--- src/rtl/pwm_hue_sequencer_pkg.sv ---
// Shared PWM definitions: sector type, hue wheel size and the duty width helper
// used by the sequencer and by the pwm channel instances.
package pwm_pkg;

  typedef logic [2:0] sector_t;

  localparam int unsigned NUM_SECTORS = 6;

  function automatic int unsigned duty_w(input int unsigned interval);
    return $clog2(interval);
  endfunction

endpackage

--- src/rtl/pwm_period_timer.sv ---
// Free-running PWM period counter; period_tick marks the last clock of each period
// so consumers can update registers exactly on the period boundary.
module pwm_period_timer #(
  parameter int unsigned PWM_INTERVAL = 12000
) (
  input  logic clk,
  input  logic rst_n,
  output logic period_tick
);

  localparam int unsigned CW = (PWM_INTERVAL > 1) ? $clog2(PWM_INTERVAL) : 1;
  localparam logic [CW-1:0] PCNT_LAST = CW'(PWM_INTERVAL - 1);

  logic [CW-1:0] pcnt_q, pcnt_d;

  always_comb begin
    pcnt_d = pcnt_q + 1'b1;
    if (pcnt_q == PCNT_LAST) begin
      pcnt_d = '0;
    end
  end

  always_ff @(posedge clk) begin
    if (!rst_n) begin
      pcnt_q <= '0;
    end else begin
      pcnt_q <= pcnt_d;
    end
  end

  assign period_tick = (pcnt_q == PCNT_LAST);

endmodule

--- src/rtl/pwm_hue_sequencer.sv ---
// Walks R/G/B duties around a six-sector hue wheel, updating duties and hue
// state only on PWM period boundaries so no channel emits a truncated pulse.
module pwm_hue_sequencer
  import pwm_pkg::*;
#(
  parameter int unsigned PWM_INTERVAL = 12000,
  parameter int unsigned STEP_PERIODS = 10,
  parameter int unsigned STEP_SIZE    = 100,
  localparam int unsigned DW          = duty_w(PWM_INTERVAL)
) (
  input  logic          clk,
  input  logic          rst_n,
  input  logic          enable,
  input  logic          restart,
  output logic [DW-1:0] red_duty,
  output logic [DW-1:0] green_duty,
  output logic [DW-1:0] blue_duty,
  output logic [2:0]    sector,
  output logic          period_tick,
  output logic          wrap
);

  localparam int unsigned SW = (STEP_PERIODS > 1) ? $clog2(STEP_PERIODS) : 1;
  localparam logic [DW-1:0] FULL     = DW'(PWM_INTERVAL - 1);
  localparam logic [DW:0]   STEP     = (DW + 1)'(STEP_SIZE);
  localparam logic [SW-1:0] SCNT_LAST = SW'(STEP_PERIODS - 1);
  localparam sector_t       SEC_LAST = sector_t'(NUM_SECTORS - 1);

  sector_t       sector_q, sector_d;
  logic [DW-1:0] ramp_q, ramp_d;
  logic [SW-1:0] scnt_q, scnt_d;
  logic          pend_q, pend_d;
  logic          wrap_q, wrap_d;
  logic [DW-1:0] red_q, red_d;
  logic [DW-1:0] green_q, green_d;
  logic [DW-1:0] blue_q, blue_d;

  logic [DW-1:0] map_r, map_g, map_b;
  logic [DW:0]   ramp_sum;
  logic [DW-1:0] ramp_sat;

  pwm_period_timer #(
    .PWM_INTERVAL(PWM_INTERVAL)
  ) u_timer (
    .clk        (clk),
    .rst_n      (rst_n),
    .period_tick(period_tick)
  );

  // One extra bit keeps ramp + STEP from wrapping before the clamp to FULL.
  assign ramp_sum = {1'b0, ramp_q} + STEP;
  assign ramp_sat = (ramp_sum > {1'b0, FULL}) ? FULL : ramp_sum[DW-1:0];

  always_comb begin
    map_r = '0;
    map_g = '0;
    map_b = '0;
    case (sector_q)
      3'd0: begin
        map_r = FULL;
        map_g = ramp_q;
      end
      3'd1: begin
        map_r = FULL - ramp_q;
        map_g = FULL;
      end
      3'd2: begin
        map_g = FULL;
        map_b = ramp_q;
      end
      3'd3: begin
        map_g = FULL - ramp_q;
        map_b = FULL;
      end
      3'd4: begin
        map_r = ramp_q;
        map_b = FULL;
      end
      3'd5: begin
        map_r = FULL;
        map_b = FULL - ramp_q;
      end
      default: begin
        map_r = FULL;
      end
    endcase
  end

  always_comb begin
    sector_d = sector_q;
    ramp_d   = ramp_q;
    scnt_d   = scnt_q;
    pend_d   = pend_q | restart;
    wrap_d   = 1'b0;
    red_d    = red_q;
    green_d  = green_q;
    blue_d   = blue_q;

    if (period_tick) begin
      // Duties reflect the state held through the period that is ending.
      red_d   = map_r;
      green_d = map_g;
      blue_d  = map_b;
      pend_d  = 1'b0;
      if (pend_q || restart) begin
        sector_d = '0;
        ramp_d   = '0;
        scnt_d   = '0;
      end else if (enable) begin
        if (scnt_q == SCNT_LAST) begin
          scnt_d = '0;
          if (ramp_q == FULL) begin
            ramp_d = '0;
            if (sector_q == SEC_LAST) begin
              sector_d = '0;
              wrap_d   = 1'b1;
            end else begin
              sector_d = sector_q + 3'd1;
            end
          end else begin
            ramp_d = ramp_sat;
          end
        end else begin
          scnt_d = scnt_q + 1'b1;
        end
      end
    end
  end

  always_ff @(posedge clk) begin
    if (!rst_n) begin
      sector_q <= '0;
      ramp_q   <= '0;
      scnt_q   <= '0;
      pend_q   <= 1'b0;
      wrap_q   <= 1'b0;
      red_q    <= '0;
      green_q  <= '0;
      blue_q   <= '0;
    end else begin
      sector_q <= sector_d;
      ramp_q   <= ramp_d;
      scnt_q   <= scnt_d;
      pend_q   <= pend_d;
      wrap_q   <= wrap_d;
      red_q    <= red_d;
      green_q  <= green_d;
      blue_q   <= blue_d;
    end
  end

  assign red_duty   = red_q;
  assign green_duty = green_q;
  assign blue_duty  = blue_q;
  assign sector     = sector_q;
  assign wrap       = wrap_q;

endmodule
--- config.mk ---
export PLATFORM = sky130hd
export DESIGN_NAME = pwm_hue_sequencer
export DESIGN_NICKNAME = d
export VERILOG_FILES = /design/src/rtl/pwm_hue_sequencer_pkg.sv /design/src/rtl/pwm_period_timer.sv /design/src/rtl/pwm_hue_sequencer.sv
export SDC_FILE = /design/constraint.sdc
export NUM_CORES = 1
export LEC_CHECK = 0
export CAP_MARGIN = 20
export CORE_ASPECT_RATIO = 1.75
export CORE_MARGIN = 1.5
export CORE_UTILIZATION = 45
export DETAILED_ROUTE_END_ITERATION = 8
export GPL_ROUTABILITY_DRIVEN = 1
export HOLD_SLACK_MARGIN = 0.03
export PLACE_DENSITY_LB_ADDON = 0.3
export SYNTH_ARGS = -nofsm -noshare
export SYNTH_HDL_FRONTEND = slang
export SYNTH_HIERARCHICAL = 1
export SYNTH_SLANG_ARGS = --single-unit
--- constraint.sdc ---
create_clock -name clk -period 3.45 [get_ports clk]
set_input_delay 0.5175 -clock clk [delete_from_list [all_inputs] [get_ports clk]]
set_output_delay 0.5175 -clock clk [all_outputs]
set_load 0.02 [all_outputs]
After elaboration in Yosys (flattened, before gate mapping)
Index checks and enable logic that the tools add are counted.
- register bits after elaboration: 79
- output and inout bits: 47
- logic and storage cells: 59
- add/subtract/negate cells: 5
- $lt $le $gt $ge: 1
- equal/unequal tests: 8
- mux-type cells: 17
- bitwise gates (word level): 6
- reductions and logical operators: 13
- operators with widths (operator ; count):
    $pmux 14 s3 ; 3
    $mux 14 ; 5
    $eq 14x14->1 const B ; 2
    $add 14x7->15 const B ; 1
    $gt 15x14->1 const B ; 1
    $mux 3 ; 5
    $add 14x1->14 const B ; 1
    $sub 14x14->14 const A ; 1
    $mux 4 ; 3
    $reduce_or 2->1 ; 4
    $eq 3x2->1 const B ; 2
    $eq 3x3->1 const B ; 2
    $reduce_bool 2->1 ; 3
    $reduce_or 6->1 ; 1
    $not 1->1 ; 5
    $add 4x1->4 const B ; 1
    $eq 4x4->1 const B ; 1
    $reduce_and 4->1 ; 1
    $add 3x1->3 const B ; 1
    $eq 3x1->1 const B ; 1
    $logic_not 3->1 ; 1
    $reduce_and 3->1 ; 1
    $reduce_and 2->1 ; 1
    $logic_or 1x1->1 ; 1
    2 further kinds ; 2

Longest topological paths before layout
Gate-level depths: netlist of run 1.
- word-level depth: 7
- mapped depth: 10

Cells and area by module
Netlist of run 1, hierarchy kept.
- modules (own cells, without submodules) (module ; times used ; cells each ; area each (µm²) ; seq. area each (µm²)):
    pwm_hue_sequencer ; 1 ; 460 ; 3534.6 ; 1221.2
    pwm_period_timer ; 1 ; 66 ; 623.1 ; 280.3

Worst setup path after synthesis of run 1
OpenSTA, ideal clock, no wires.
- path type: reg2reg
- from: reg u_timer.pcnt_q[5]
- to: reg ramp_q[9]
- library setup time: 0.093 ns
- data arrival time: 2.925 ns
- required time: 3.357 ns
- slack: 0.432 ns
- stages on the path, launching flop included: 8
- buffers on the path: 1
- clock period less this slack: 3.018 ns
- path through: dfxtp_1 > or4b_1 > nor4_2 > clkbuf_1 > o21ai_1 > or4_1 > or3_4 > o311ai_2
- word-level cells in the longest chain between the ends: 2
- RTL lines (element ; line ; RTL):
    start: declaration ; pwm_period_timer.sv:14 ; logic [CW-1:0] pcnt_q, pcnt_d;
    start signal: assignment ; pwm_period_timer.sv:27 ; pcnt_q <= pcnt_d;
    $eq 14x14->1 ; pwm_period_timer.sv:31 ; assign period_tick = (pcnt_q == PCNT_LAST);
    via period_tick ; pwm_hue_sequencer.sv:19 ; output logic period_tick,
    $reduce_and 3->1 (no source line) ; n/a ;
    end signal: assignment ; pwm_hue_sequencer.sv:142 ; ramp_q <= ramp_d;
    end: declaration ; pwm_hue_sequencer.sv:30 ; logic [DW-1:0] ramp_q, ramp_d;
The timed path passes the listed nets, and every way through them passes these cells.
A chain may end at the register's enable or synchronous reset.

Worst setup path in the final report of run 1
- from: reg u_timer.pcnt_q[0]
- to: reg blue_q[11] (netlist: blue_duty[11])
- word-level cells in the longest chain between the ends: 1
- RTL lines (element ; line ; RTL):
    $eq 14x14->1 ; pwm_period_timer.sv:31 ;
    end signal: assignment ; pwm_hue_sequencer.sv:148 ; blue_q <= blue_d;
    end: declaration ; pwm_hue_sequencer.sv:36 ; logic [DW-1:0] blue_q, blue_d;
Every way passes these cells.

==> impl_results.md, run 1 <==
* Post-synth top area cell: dfxtp_1
* First-pass GRT wire length at 18980 µm
* Switching power at 0.4113 mW
* Clk Latency, worst-skew pair at 340 ps
* Final cell count without fillers at 685
* Maximum root-to-sink buffer count at 2
* Routability cong. at 1.016
* YS warnings at 6
* Chip Height at 130.2 µm
* Worst VDD drop at 0.2358 mV
* Critical Path Max Stage Delay at 580 ps
* Register area share after synthesis at 36.11%
* Final wirelength at 12040 µm
* Placed Area at 0.004741 mm²
* DRT iter0 DRCs at 307
* Clk_skew at 6.871 ps
* Async SR Flop Fraction at 0%
* Vias in the first global route at 3900
* Layout cells sized above 1 at 10.62%
* Detailed-route DRC error count at 0
* H-Tree Depth at 3
* Slew Limit Fails at 0
* Gate power share at 2.8%
* Worst Setup End Kind: flop
* Post-synth EDFFs at 0
* Pin count of the biggest net entering global routing at 64
* Worst-path clk slew at 60 ps
* Clk root buf: clkbuf_16
* Static leakage at 1.800 nW
* Worst r2r src: u_timer/pcnt_q[0]$_SDFF_PP0_
* I/O Pins at 51
* Die area at 0.009848 mm²
* Post-route setup TNS at 0 ps
* Cell-internal power at 1.616 mW
* DRT antenna net count at 0
* Via count of the routed design at 4078
* Worst setup path start: u_timer/pcnt_q[0]$_SDFF_PP0_
* Hold buffers post-CTS at 0
* Fillers at 862
* Initial Utilization at 46.01%
* Design area at 0.005092 mm²
* Nets at 574
* R2R Path End: blue_duty[11]$_SDFFE_PN0P_
* Slew margin rel. at 58.32%
* R2R cell count at 8
* Ys flop type: dfxtp_1
* Cell count after synthesis at 526
* CTS tree: yes
* Hold Crit Class: reg -> reg
* Fin. Hold Viols at 0
* Share of the synthesized area in the top cell type at 36.11%
* CP max FO at 63
* Syn_nets at 540
* Syn avg cell area at 7.904 µm²
* Count leader, synth: nor2_1
* F_max at 0.3246 GHz
* Placed cell count at 669
* Post-DP HPWL at 8760 µm
* Max-cap violations at 0
* Crit-path slowest cell: a2111oi_0
* Status: finished, final reports clean
* Initial antenna violation count at 0
* Setup CP Type: reg -> reg
* Worst-Margin Slew at 609.4 ps
* Cts bufs inserted at 9
* R2R setup slack at 370 ps
* Core Rows at 46
* Clock group share of total power at 53.9%
* Post-CTS resize count at 0
* Main area contributors after synthesis: dfxtp_1 36%, nor2_1 7.9%, o21ai_0 4.9%
* Commonest cells in the synthesized netlist: 87 x nor2_1, 75 x dfxtp_1, 46 x nand2_1
* Period minus WS final at 3081 ps
* Unrepaired setup endpoints after global routing: false
* FF+latch count, synth at 75
* Num Clock Sinks at 75
* Setup Fix Bufs, Post-CTS at 0
* GRT Total Usage at 25.53%
* CP Capture Point: blue_duty[11]$_SDFFE_PN0P_
* Die W at 75.66 µm
* Startpoint Class: flop
* Synth cell types at 65
* Overflow after GRT at 0
* Sw frac at 20.29%
* TritonRoute pass-1 iters at 6
* ANT cells at 0
* Post-Syn Area at 0.004158 mm²
* Fin util at 56.36%
* Wire per inst at 17.57 µm
* Flop pwr share at 43.3%
* Vias/cell at 5.953
* Pwr per Cell Area at 398.1 mW/mm²
* Worst path required time at 3720 ps
* Setup violators final at 0
* Area delta synth->final at 22.48%
* Hold slack at 467.5 ps
* Final period util at 89.30%
* Critical path, cell by cell: ha_1 -> nand4_1 -> nor4_4 -> buf_4 -> clkinv_1 -> a2111oi_0 -> a21oi_1 -> nor2_1
* Placeable core area at 0.009036 mm²
* WP data arrival at 3350 ps
* Number of port buffers at 50
-- per-stage QoR --
step / power, mW / worst slack, ps
after global placement: 0.9496 / 476.5
after CTS: 2.038 / 330.1
after floorplan: 0.9332 / 432.3
after global routing: 2.081 / 162.7
final: 2.027 / 369.1
after detailed placement: 0.9518 / 381.8
-- per-layer routing --
metal / track usage (%) / up-vias / wire, µm
met2: 45.05 / 156 / 6262
met3: 3.243 / 48 / 485
met4: 17.75 / 0 / 679
met1: 26.99 / 1907 / 4609
met5: 0 / - / 0
li1: - / 1967 / -
-- layout make-up --
| class | count | area (µm²) | share of cell area (%) |
|---|---|---|---|
| Clock buffer | 10 | 239.0 | 4.693 |
| Clock inverter | 6 | 112.6 | 2.211 |
| Inverter | 14 | 52.55 | 1.032 |
| Multi-Input combinational cell | 394 | 2416 | 47.44 |
| Sequential cell | 75 | 1501 | 29.48 |
| Tap cell | 120 | 150.1 | 2.948 |
| Timing Repair Buffer | 66 | 620.6 | 12.19 |
-- registers in the layout (all words and copies together), names as in the netlist --
name	cells
blue_duty	13
green_duty	13
pend_q	1
ramp_q	13
red_duty	13
scnt_q	4
sector	3
u_timer/pcnt_q	14
wrap	1
-- placed cells by master (no fill, tap or decap), types with 10 or more instances in the layout --
cell             count
o21ai_0             41
nand3_1             11
nand2_1             46
buf_4               16
dfxtp_1             75
clkdlybuf4s50_1     50
ha_1                10
o221a_2             12
nor3_1              14
nor2_1              87
inv_1               12
a21oi_1             32
xor2_1              11
-- logic make-up (layout without fill, tap and decap cells) --
family	after synthesis	after routing	synth area share [%]
compound gates	159	159	27.20
xor+xnor	20	20	4.213
fa+ha+maj	10	10	3.009
buf+inv	57	96	5.988
flops	75	75	36.11
mux	1	1	0.2708
simple gates	204	204	23.20
-- worst max-delay path: cells and delay by family, from the launching register on --
kind	cells	cell delay [ps]
flip-flops	1	380
adder cells (fa/ha/maj)	1	240
buffers and inverters	2	990
AO/OA/AOI/OAI	2	670
AND/OR/NAND/NOR	3	730
-- worst min path at each step --
stage	cells past startpoint	slack, ps	endpoint	from
after floorplan	1	430	u_timer/pcnt_q[0]$_SDFF_PP0_	u_timer/pcnt_q[0]$_SDFF_PP0_
after global placement	1	440	u_timer/pcnt_q[0]$_SDFF_PP0_	u_timer/pcnt_q[0]$_SDFF_PP0_
after detailed placement	2	460	green_duty[5]$_SDFFE_PN0P_	green_duty[5]$_SDFFE_PN0P_
after CTS	2	470	green_duty[5]$_SDFFE_PN0P_	green_duty[5]$_SDFFE_PN0P_
after global routing	2	490	green_duty[5]$_SDFFE_PN0P_	green_duty[5]$_SDFFE_PN0P_
final	2	470	blue_duty[5]$_SDFFE_PN0P_	blue_duty[5]$_SDFFE_PN0P_
-- power groups by stage --
stage	Sequential [mW]	Combinational (mW)	Clock [mW]
after CTS	0.877	0.0561	1.10
after floorplan	0.893	0.0402	0
after global placement	0.895	0.0543	0
final	0.878	0.0567	1.09
after global routing	0.878	0.0615	1.14
after detailed placement	0.896	0.0553	0
Note: power is estimated with default switching activity, not from simulation.
==> run 2, diff against run 1 <==
--- a/config.mk
+++ b/config.mk
@@ -5,7 +5,6 @@
 export SDC_FILE = /design/constraint.sdc
 export NUM_CORES = 1
 export LEC_CHECK = 0
-export CAP_MARGIN = 20
 export CORE_ASPECT_RATIO = 1.75
 export CORE_MARGIN = 1.5
 export CORE_UTILIZATION = 45
==> results of run 2 <==
Final layout, timing and power as in run 1 (identical DEF).
